===== config.mk =====
export PLATFORM = sky130hd
export DESIGN_NAME = parking_space_manager
export DESIGN_NICKNAME = d
export VERILOG_FILES = /design/src/rtl/parking_space_manager.sv
export SDC_FILE = /design/constraint.sdc
export NUM_CORES = 1
export LEC_CHECK = 0
export CORE_UTILIZATION = 54
export CTS_CLUSTER_SIZE = 40
export DETAILED_ROUTE_END_ITERATION = 8
export MAX_ROUTING_LAYER = met4
export PLACE_DENSITY = 0.9
export SLEW_MARGIN = 25
export SYNTH_ARGS = -nofsm -noshare
export SYNTH_HDL_FRONTEND = slang
export SYNTH_SLANG_ARGS = --single-unit
export TNS_END_PERCENT = 5

===== constraint.sdc =====
create_clock -name clk -period 5 [get_ports clk]
set_input_delay 1 -clock clk [delete_from_list [all_inputs] [get_ports clk]]
set_output_delay 1 -clock clk [all_outputs]
set_load 0.05 [all_outputs]

===== src/rtl/parking_space_manager.sv =====
// rtl/parking_space_manager.sv - parking occupancy map with entry/exit request handshakes
module parking_space_manager #(
    parameter logic [7:0] INIT_MAP = 8'hFF
) (
    input  logic       clk,
    input  logic       reset_n,
    input  logic       enter_req,
    input  logic [2:0] enter_number,
    input  logic       exit_req,
    input  logic [2:0] exit_number,
    output logic [7:0] parking_capacity,
    output logic       park_enable,
    output logic [3:0] free_count,
    output logic       full,
    output logic       empty,
    output logic       enter_ack,
    output logic       enter_err,
    output logic       exit_ack,
    output logic       exit_err,
    output logic       busy
);
    function automatic logic [3:0] popcount8(input logic [7:0] v);
        logic [3:0] c;
        c = 4'd0;
        for (int i = 0; i < 8; i++) c = c + {3'd0, v[i]};
        return c;
    endfunction

    localparam logic [3:0] INIT_COUNT = popcount8(INIT_MAP);

    typedef enum logic [1:0] {IDLE, EXIT_OP, ENTER_OP, ACK_WAIT} state_t;

    state_t     state;
    logic [2:0] number_q;
    logic       pending_exit;
    logic [7:0] map_next;
    logic [3:0] count_next;

    // Only an accepted operation touches the map; status flags follow the same next values.
    always_comb begin
        map_next   = parking_capacity;
        count_next = free_count;
        if (state == EXIT_OP && !parking_capacity[number_q]) begin
            map_next[number_q] = 1'b1;
            count_next         = free_count + 4'd1;
        end else if (state == ENTER_OP && parking_capacity[number_q]) begin
            map_next[number_q] = 1'b0;
            count_next         = free_count - 4'd1;
        end
    end

    always_ff @(posedge clk or negedge reset_n) begin
        if (!reset_n) begin
            state            <= IDLE;
            number_q         <= 3'd0;
            pending_exit     <= 1'b0;
            parking_capacity <= INIT_MAP;
            free_count       <= INIT_COUNT;
            full             <= (INIT_COUNT == 4'd0);
            empty            <= (INIT_COUNT == 4'd8);
            park_enable      <= |INIT_MAP;
            enter_ack        <= 1'b0;
            enter_err        <= 1'b0;
            exit_ack         <= 1'b0;
            exit_err         <= 1'b0;
            busy             <= 1'b0;
        end else begin
            parking_capacity <= map_next;
            free_count       <= count_next;
            full             <= (count_next == 4'd0);
            empty            <= (count_next == 4'd8);
            park_enable      <= |map_next;
            enter_ack        <= 1'b0;
            exit_ack         <= 1'b0;
            case (state)
                IDLE: begin
                    // Exit wins a tie because it frees capacity.
                    if (exit_req) begin
                        number_q     <= exit_number;
                        pending_exit <= 1'b1;
                        state        <= EXIT_OP;
                        busy         <= 1'b1;
                    end else if (enter_req) begin
                        number_q     <= enter_number;
                        pending_exit <= 1'b0;
                        state        <= ENTER_OP;
                        busy         <= 1'b1;
                    end
                end
                EXIT_OP: begin
                    exit_ack <= 1'b1;
                    exit_err <= parking_capacity[number_q];
                    state    <= ACK_WAIT;
                end
                ENTER_OP: begin
                    enter_ack <= 1'b1;
                    enter_err <= !parking_capacity[number_q];
                    state     <= ACK_WAIT;
                end
                ACK_WAIT: begin
                    if (pending_exit ? !exit_req : !enter_req) begin
                        state <= IDLE;
                        busy  <= 1'b0;
                    end
                end
                default: begin
                    state <= IDLE;
                    busy  <= 1'b0;
                end
            endcase
        end
    end
endmodule


After elaboration in Yosys (flattened, before gate mapping)
Cells that the tools add are included.

Add/sub/neg operators: 2. Magnitude comparators: 2. Equal/unequal tests: 6. Muxes and demuxes: 23. Bitwise operators: 3. Reductions and logical operators: 15.

Operators by type and width (number): $mux W8 (2); $mux W1 (10); $and A8 B8 Y8 (1); $mux W4 (2); $not A8 Y8 (1); $or A8 B8 Y8 (1); $reduce_or A8 Y1 (1); $mux W2 (3); $mux W3 (2); $pmux W2 S3 (1); $add A4 B1 Y4 const B (1); $eq A2 B2 Y1 const B (2); $eq A4 B4 Y1 const B (1); $logic_not A4 Y1 (1); $lt A3 B4 Y1 const B (1); $reduce_and A2 Y1 (2); $reduce_bool A2 Y1 (2); $sub A4 B1 Y4 const B (1); $bmux W1 S3 (1); $demux W1 S3 (1); $ge A3 B1 Y1 const B (1); $logic_and A1 B1 Y1 (3); $logic_not A1 Y1 (3); $ne A3 B3 Y1 const B (1); 6 further kinds (6).

Flip-flop bits (word level): 26. Output and inout bits: 20. Word-level logic and storage cells: 64.

Longest topological paths before layout
Depth after elaboration: 9. Mapped depth: 8.

Worst setup path after synthesis
No wires, ideal clock.

Path kind: register to register. Start: reg parking_capacity[3]. End: reg full. Setup time: 132 ps. Data arrival time: 1870 ps. Data required time: 4868 ps. Setup slack: 2998 ps. Cell stages (with the launch flop): 7. Cell sequence: dfstp_2 mux2_4 a221oi_4 o22ai_4 mux2i_1 xor2_1 nor3_1.

Longest elaborated chain between the ends: 6.

Ends and longest elaborated chain: start, declared (line 11) `output logic [7:0] parking_capacity,`; start signal, assigned (line 68) `parking_capacity <= map_next;`; $bmux W1 S3 (*) (line 43, 46); $mux W1 (implied by the code) (*) (line 43, 46); $logic_and A1 B1 Y1 or $logic_not A1 Y1 (tied branches) (line 46, 43); $mux W4 or $logic_and A1 B1 Y1 (tied branches) (line 46, 43); $mux W4 (*) (line 43) `if (state == EXIT_OP && !parking_capacity[number_q]) begin`; named net count_next[2] (line 37) `logic [3:0] count_next;`; $logic_not A4 Y1 (*) (line 70) `full <= (count_next == 4'd0);`; end signal, assigned (line 59) `full <= (INIT_COUNT == 4'd0);`; end signal, assigned (line 70); end, declared (line 14) `output logic full,`.

The timed path passes the listed nets; every way through them passes the cells marked *. The select of a mux whose other input is x is not followed. A chain may end at the register's enable or synchronous reset.

Worst setup path in the final report
Start: reg parking_capacity[5]. End: out parking_capacity[5].

No word-level cell between the ends.

==> impl_metrics.csv <==
group,metric,value,unit
run_status,outcome,"completed",
synthesis,yosys.area.top_type,"dfrtp_1",
synthesis,yosysWarningCount,0,
hold_path,hold_depth,2,
sta,period_share,55.29,%
setup_path,critPathKind,"reg2out",
clocking,clk_pin_slew_worst_paths,0.14,ns
floorplanning,start_util,58.18,%
place,finalWeightedCongestion,0.8776,
synthesis,synth_nets,166,
synthesis,synth_area,1468,um^2
setup_path,rr_endpoint,"full$_DFF_PN0_",
clocking,root_buffer,"clkbuf_4",
place,place_hpwl,2.369,mm
synthesis,ys.flop_type,"dfrtp_1",
sta,max_freq,0.3618,GHz
synthesis,synth_top_area_share,25.58,%
routing,vias,1248,
clocking,clock_sink_count,26,
sta,setup_violations,0,
finish,drive_gt1_share,13.41,%
sta,clock_skew,0.005498,ns
grt,grt_pass1_vias,1232,
floorplanning,io_pins,30,
setup_path,arrival,1.76,ns
hold_path,hp-start,"parking_capacity[5]$_DFF_PN1_",
synthesis,avgSynthCellArea,9.784,um^2
clocking,tritoncts,"built",
routing,dr.pass1.iters,4,
synthesis,synth-edff-count,0,
setup_path,critPathMaxFanout,6,
synthesis,synth.area.top_cells,"dfrtp_1, dfstp_2, nand2_1, ha_1, o21ai_0",
setup_path,max_stage_delay,0.83,ns
sta,rsz0062_at_grt,"false",
grt,antenna_found_initial,0,
setup_path,end_kind,"primary output",
sta,tns,0,ns
finish,seqCellArea,664.4,um^2
finish,antennaDiodeCount,0,
setup_path,start_kind,"flop",
routing,vias_per_cell,5.971,
finish,multi_input_area,744.5,um^2
routing,ant_nets,0,
sta,min_period,2.764,ns
clocking,cts_setup_buffers,0,
synthesis,ys_seq_area_share,45.27,%
grt,track_usage,26.72,%
hold_path,hp-class,"reg2reg",
setup_path,cp_top_family,"buffers and inverters",
finish,syn_to_final_growth,23.87,%
floorplanning,fp.coreArea,2522,um^2
synthesis,async_flop_share,100.0,%
clocking,worstSkewPairLatency,0.33,ns
setup_path,path_cells,"clkdlybuf4s50_1",
sta,maxSlewViolCount,0,
routing,drc,0,
finish,nFillCells,171,
finish,final_net_count,196,
grt,gr-total-overflow,0,
setup_path,rr_startpoint,"number_q[1]$_DFFE_PN0P_",
routing,wire_per_inst,15.34,um
floorplanning,die_h,54.14,um
routing,postRouteWirelength,3.206,mm
floorplanning,die_area,2931,um^2
clocking,cts_resized,0,
hold_path,min_to,"parking_capacity[5]$_DFF_PN1_",
grt,grt_pass1_wl,5.409,mm
setup_path,crit_path_start,"parking_capacity[5]$_DFF_PN1_",
setup_path,rr_worst_depth,6,
setup_path,critPathSlowestCell,"clkdlybuf4s50_1",
routing,dr.first_iter.drc_count,33,
clocking,cts_buffers,3,
clocking,ctsHoldBuffers,0,
synthesis,syn_inst,150,
floorplanning,die_x,54.14,um
flow_run,maxCapViolCount,0,
place,portBuffers,29,
sta,worst_pin_slew,0.5029,ns
clocking,htreeDepth,1,
sta,max_slew_margin,66.37,%
synthesis,synthDistinctLibCells,42,
grt,grt_max_degree,27,
clocking,clock_path_buffers,2,
setup_path,path_buf_inv,1,
setup_path,cp.required,4.00,ns
sta,hold_viol,0,
setup_path,r2r_slack,2.76,ns
synthesis,synth_seq_cells,26,
floorplanning,num_rows,18,
registers in the layout, indices dropped and copies added, names as in the netlist:
signal,flops
free_count,4
exit_ack,1
state,2
park_enable,1
pending_exit,1
number_q,3
enter_err,1
full,1
busy,1
exit_err,1
parking_capacity,8
enter_ack,1
empty,1
cell type report:
type                    instances  share of cell area [%]
multi-input cells             109                   40.95
clock buffers                   4                   1.996
flip-flops and latches         26                   36.55
inverters                      10                   2.065
repair buffers                 30                   16.38
well taps                      30                   2.065
how the worst max path moves through the flow:
stage                                endpoint  slack, ns  depth (start not counted)
final                     parking_capacity[5]       2.24                          1
after global routing      parking_capacity[3]       2.18                          1
after CTS                 parking_capacity[5]       2.23                          1
after detailed placement     busy$_DFFE_PN0P_       2.50                          6
after global placement       busy$_DFFE_PN0P_       2.59                          6
after floorplan                full$_DFF_PN0_       3.00                          6
Yosys cell counts, drive strengths merged, types with 5 or more instances:
| cell type | count |
|---|---|
| inv | 10 |
| nor2 | 10 |
| nor3b | 5 |
| o21ai | 13 |
| dfstp | 11 |
| nand2 | 21 |
| a21oi | 5 |
| ha | 6 |
| a31oi | 7 |
| dfrtp | 15 |
| mux2i | 5 |
per-stage QoR:
step / instance area, um^2 / setup slack [ns] / hold slack [ns] / std cells / utilization [%]
2_1_floorplan: 1468 / 2.998 / 0.5082 / 150 / -
3_3_place_gp: 1782 / 2.589 / 0.4809 / 205 / 70.63
3_5_place_dp: 1782 / 2.504 / 0.5012 / 205 / 70.63
4_1_cts: 1818 / 2.233 / 0.5196 / 209 / 72.07
5_1_grt: 1818 / 2.177 / 0.5630 / 209 / 72.07
6_report: 1818 / 2.236 / 0.5239 / 209 / 72.07
metal layers:
layer	routed length, um	up-vias	track usage (%)
met2	1595	41	42.68
met1	1428	600	32.45
li1	-	601	-
met4	67	0	15.81
met3	114	6	2.542
met5	0	-	-
cells in the final DEF (no fill, tap or decap), types with 2 or more instances in the layout:
cell type | synthesis | routed
xor2_1 | 2 | 2
o21ai_0 | 11 | 11
dfstp_2 | 11 | 11
mux2_2 | 2 | 2
clkbuf_4 | 0 | 3
nand2b_1 | 2 | 2
nand3_1 | 3 | 3
mux2i_1 | 5 | 5
o21ai_1 | 2 | 2
dfrtp_1 | 15 | 15
inv_1 | 10 | 10
ha_1 | 6 | 6
nor2b_1 | 2 | 2
o21a_1 | 2 | 2
a31oi_1 | 7 | 7
clkdlybuf4s50_1 | 0 | 29
a21oi_1 | 5 | 5
a41oi_1 | 3 | 3
nor3b_1 | 4 | 4
nor2_1 | 9 | 9
nand2_1 | 21 | 21
nand4_1 | 2 | 2
nor3_1 | 2 | 2
cell families after synthesis:
family	Yosys count	synth area share [%]
mux	8	5.967
xor+xnor	3	1.791
simple gates	52	17.82
compound gates	40	20.03
fa+ha+maj	6	5.115
buf+inv	15	4.007
flops	26	45.27
Power is left out: the tool's default activity adds up to more than one toggle a clock period on the data nets, which glitch-free logic cannot reach.
==> RTL edit 1: new RTL, same settings <==
Make the reset (`reset_n`) synchronous in one clocked block.
--- a/src/rtl/parking_space_manager.sv
+++ b/src/rtl/parking_space_manager.sv
@@ -50,5 +50,5 @@
     end
 
-    always_ff @(posedge clk or negedge reset_n) begin
+    always_ff @(posedge clk) begin
         if (!reset_n) begin
             state            <= IDLE;
Check against the original RTL: differs if reset_n is asserted again (counterexample within 4 cycles, from zero or initial values and one cycle with reset_n low); with reset_n held inactive, the same outputs for 10 cycles.
==> RTL edit 1 against the original RTL <==
Critical path depth is the same. Die area grew 3.0%. Via count grew 15%. Non-clock buffer count shrank 1. Sequential cell count is the same. Final area shrank 0.96%. Worst hold slack lost 43 ps. Wire length grew 11%. Setup slack gained 72 ps. Area after synthesis grew 3.2%.
==> RTL edit 1: results (changes against the original RTL) <==
| Metric | Value |
|---|---|
| Status | `completed` |
| CP Max Fanout | `8 (+2)` |
| Worst reg2reg path depth | `6 (unchanged)` |
| Post-DP HPWL | `2.66 mm (+12%)` |
| GR Util All Layers | `27.5% (+0.81 points)` |
| Met2 Wirelength | `1.81 mm (+14%)` |
| Sequential power | `0.000333 W` |
| Setup slack, reg-to-reg | `2420 ps (-340 ps)` |
| Clk root buf | `clkbuf_4` |
| Vias in the first global route | `1344 (+9.1%)` |
| Nets | `214 (+9.2%)` |
| Final clock skew | `10.1 ps (+4.61 ps)` |
| Gpl congestion | `0.954 (+8.7%)` |
| Longest individual stage delay on the worst path | `860 ps (+30 ps)` |
| Dpl ws | `2240 ps (-260 ps)` |
| Final worst slack | `2310 ps (+72.2 ps)` |
| Later-pin clock latency in the skew report | `310 ps (-20 ps)` |
| Worst flop-to-flop path endpoint | `full$_SDFF_PN0_` |
| Hold Path Origin | `pending_exit$_SDFFE_PN0P_` |
| GR Layer Usage met2 | `46.4% (+3.7 points)` |
| Post-DR vias/cell | `6.32 (+5.9%)` |
| Post-DP Area | `0.00178 mm2 (-0.21%)` |
| Post-CTS setup buffer count | `0 (unchanged)` |
| Switching share of total power | `48.7%` |
| Hold endpoint | `pending_exit$_SDFFE_PN0P_` |
| Hold Path Cell Cnt | `2 (unchanged)` |
| Synth area leaders | `dfxtp_1 34%, ha_1 5.0%, mux2i_1 4.6%` |
| Met3 GRT Util | `6.28% (+3.7 points)` |
| CP top delay family | `buffers and inverters` |
| Sequential area share after synthesis | `34.4% (-11 points)` |
| Crit path to | `free_count[2]` |
| Share of cells above drive strength 1 | `6.12% (-7.3 points)` |
| Clock transition at path regs | `130 ps` |
| Wl on met1 | `1.51 mm (+5.5%)` |
| Post-synth ARST share | `0% (-100 points)` |
| Fin Hold WS | `481 ps (-42.6 ps)` |
| Resize count post-CTS | `0 (unchanged)` |
| Met3 WL post-DR | `197 um (+73%)` |
| CP arrival | `1690 ps (-70 ps)` |
| Largest regs | `parking_capacity (8), free_count (4), number_q (3)` |
| Critical R2R Launch | `number_q[2]$_SDFFE_PN0P_` |
| 1st-iter DRT viols | `34 (+3.0%)` |
| Largest net degree at the start of global routing | `20 (-26%)` |
| First-pass GRT wire length | `5.86 mm (+8.3%)` |
| Syn Nets | `193 (+16%)` |
| Drt pass-1 iters | `5 (+1)` |
| Setup crit start | `free_count[2]$_SDFF_PN0_` |
| Critical path's slowest cell | `clkdlybuf4s50_1` |
| VDD IR-drop max | `0.381 mV` |
| Top cells by count, synth | `26 x dfxtp_1, 17 x nand2_1, 14 x nor2_1` |
| Hold Path Class | `reg2reg` |
| IO Port Bufs | `29 (unchanged)` |
| Relative slew slack | `55.8% (-11 points)` |
| Synth unique cells | `43 (+2.4%)` |
| M1 GR Usage | `32.2% (-0.28 points)` |
| Highest Signal Layer | `met4` |
| Routed len/inst | `15.7 um (+2.5%)` |
-- RTL edit 1: through the flow --
stage | std cells | total power, W | util [%]
after floorplan | 177 | 0.000761 | -
after global placement | 223 | 0.000866 | 69.2
after detailed placement | 223 | 0.000889 | 69.2
after CTS | 226 | 0.000972 | 70.1
after global routing | 226 | 0.00105 | 70.1
final | 226 | 0.000977 | 70.1
-- RTL edit 1: layout make-up --
class,instances,area (um2)
multi-input combinational,130,900
inverter,8,30.0
tap,30,37.5
clock buffer,3,22.5
fill,228,767
timing repair buffer,29,290
sequential,26,520
-- RTL edit 1: worst reg2reg max path, delay by kind of cell, from the launching register on --
family          cells  cell delay [ps]
flops               1              770
mux                 2              710
compound gates      2              650
simple gates        2              390
-- RTL edit 1: cell families (layout without fill, tap and decap cells) --
family	count (synthesis)	after routing	synth area share [%]
compound gates	42	42	21.0
xor+xnor	6	6	3.47
fa+ha+maj	6	6	4.96
buf+inv	21	40	6.20
flops	26	26	34.4
mux	11	11	8.35
simple gates	65	65	21.7
==> RTL edit 2: new RTL, config.mk and constraints unchanged <==
Made on the original files. Encoding of `state_t`: now Gray code (2 bits for 4 states).
--- a/src/rtl/parking_space_manager.sv
+++ b/src/rtl/parking_space_manager.sv
@@ -29,5 +29,5 @@
     localparam logic [3:0] INIT_COUNT = popcount8(INIT_MAP);
 
-    typedef enum logic [1:0] {IDLE, EXIT_OP, ENTER_OP, ACK_WAIT} state_t;
+    typedef enum logic [1:0] {IDLE = 2'b00, EXIT_OP = 2'b01, ENTER_OP = 2'b11, ACK_WAIT = 2'b10} state_t;
 
     state_t     state;
Formal check against the unedited RTL: no difference found for any inputs over 10 cycles, from zero or initial values and one cycle with reset_n low; not proved beyond that.
==> RTL edit 2 against the original RTL <==
Area after synthesis is 2.6% higher. Final area is 0.96% higher. Wire length is 3.2% higher. Non-clock buffer count stayed put. Final cell count is 1.9% higher. Setup slack better by 0.76 ps. Critical path depth stayed put. Sequential cell count stayed put. Highest routed layer unchanged.
==> RTL edit 2: results (changes against the original RTL) <==
| Metric | Value |
|---|---|
| FILL cells | `191 (+12%)` |
| VDD IR-drop max | `0.496 mV` |
| Later-pin clock latency in the skew report | `320 ps` |
| CP arrival | `1760 ps (about the same)` |
| Sequential area share after synthesis | `44.1% (-1.1 points)` |
| Post-CTS setup buffer count | `0 (unchanged)` |
| IO Port Bufs | `29 (unchanged)` |
| Critical R2R Launch | `number_q[0]$_DFFE_PN0P_` |
| Drt pass-1 iters | `4 (unchanged)` |
| Post-DP HPWL | `2.32 mm (-1.9%)` |
| Largest net degree at the start of global routing | `27 (unchanged)` |
| H-tree levels | `1 (unchanged)` |
| Worst-margin pin slew | `632 ps (+129 ps)` |
| GR Util All Layers | `26.3% (-0.40 points)` |
| Primary FF master, synth | `dfrtp_1` |
| Leakage power | `0.766 nW` |
| Worst reg2reg path depth | `5 (-1)` |
| Syn Nets | `171 (+3.0%)` |
| Via count | `1333 (+6.8%)` |
| 1st-iter DRT viols | `51 (+55%)` |
| Setup crit start | `parking_capacity[1]$_DFF_PN1_` |
| Final setup TNS | `0 ps (unchanged)` |
| Diodes inserted | `0 (unchanged)` |
| CP Max Fanout | `7 (+1)` |
| Vias in the first global route | `1191 (-3.3%)` |
| CP top delay family | `buffers and inverters` |
| Synth unique cells | `46 (+9.5%)` |
| Clock transition at path regs | `approximately 150 ps` |
| Nets | `196 (unchanged)` |
| DRC | `0 (unchanged)` |
| Gpl congestion | `0.880 (+0.28%)` |
| Clk root buf | `clkbuf_4` |
| Synth area leaders | `dfrtp_1 25%, dfstp_2 19%, o21ai_0 6.3%` |
| Post-synth ARST share | `100% (unchanged)` |
| Post-DP Area | `0.00178 mm2 (about the same)` |
| First-pass GRT wire length | `5.49 mm (+1.4%)` |
| Setup slack, reg-to-reg | `2870 ps (+110 ps)` |
| Routed WL | `3.31 mm (+3.2%)` |
| Slew Limit Fails | `0 (unchanged)` |
| Crit path to | `parking_capacity[1]` |
| Largest regs | `parking_capacity (8), free_count (4), number_q (3)` |
| Initial antenna violation count | `0 (unchanged)` |
| Top cells by count, synth | `19 x o21ai_0, 15 x dfrtp_1, 12 x nor2_1` |
| Synthesis Warnings | `0 (unchanged)` |
| Share of cells above drive strength 1 | `13.7% (+0.25 points)` |
| Hold Path Class | `reg2reg` |
| Total CTS buffers | `3 (unchanged)` |
| Clock Tree Buf Depth | `2 (unchanged)` |
| Status | `completed` |
| Worst flop-to-flop path endpoint | `free_count[1]$_DFF_PN0_` |
| Final clock skew | `5.18 ps (-0.317 ps)` |
| Longest individual stage delay on the worst path | `820 ps` |
| Resize count post-CTS | `0 (unchanged)` |
| Critical path's slowest cell | `clkdlybuf4s50_1` |
RTL edit 2: cell count changes after synthesis, sizes merged, moves of 5 or more:
cell,before,now
o21ai,13,20
nand2,21,8
nor3b,5,0
nor3,2,7
a21oi,5,11
RTL edit 2: power by group:
group / switching (W) / internal [W]
Combinational: 0.000460 / 0.000285
Sequential: 0.000155 / 0.000315
Clock: 0.0000648 / 0.0000810
Total: 0.000680 / 0.000681
RTL edit 2: worst min-delay path by stage:
stage	depth (start not counted)	slack [ps]	to	start
floorplan	1	470	pending_exit$_DFFE_PN0P_	pending_exit$_DFFE_PN0P_
global placement	2	470	exit_err$_DFFE_PN0P_	exit_err$_DFFE_PN0P_
detailed placement	2	480	enter_err$_DFFE_PN0P_	enter_err$_DFFE_PN0P_
CTS	2	510	enter_err$_DFFE_PN0P_	enter_err$_DFFE_PN0P_
global route	2	540	exit_err$_DFFE_PN0P_	exit_err$_DFFE_PN0P_
finish	2	510	exit_err$_DFFE_PN0P_	exit_err$_DFFE_PN0P_
RTL edit 2: cell families after synthesis:
family	synth area share, %
mux	7.81
flops	44.1
xor+xnor	1.75
fa+ha+maj	1.66
buf+inv	5.32
simple gates	17.2
compound gates	22.1
RTL edit 2: cell type report:
type                            count  area [um2]  area share [%]
Multi-Input combinational cell    117         761            41.4
Sequential cell                    26         664            36.2
Tap cell                           30        37.5            2.04
Inverter                            6        22.5            1.23
Timing Repair Buffer               30         298            16.2
Clock buffer                        3        22.5            1.23
Clock inverter                      1        30.0            1.64
RTL edit 2: metrics by stage:
step | total power (W) | util [%] | instances | setup WS [ps] | hold WS [ps]
after floorplan | 0.00102 | - | 159 | 3000 | 475
after global placement | 0.00118 | 70.1 | 209 | 2570 | 465
after detailed placement | 0.00121 | 70.1 | 209 | 2440 | 480
after CTS | 0.00136 | 72.1 | 213 | 2220 | 513
after global routing | 0.00145 | 72.1 | 213 | 2190 | 543
final | 0.00136 | 72.1 | 213 | 2240 | 515
RTL edit 2: routing by layer:
| metal | vias up | share of wire, % | global-route usage (%) |
|---|---|---|---|
| li1 | 633 | - | - |
| met1 | 655 | 46 | 34.0 |
| met2 | 39 | 48 | 42.4 |
| met3 | 6 | 4.3 | 2.50 |
| met4 | 0 | 1.5 | 9.83 |
| met5 | - | 0 | - |
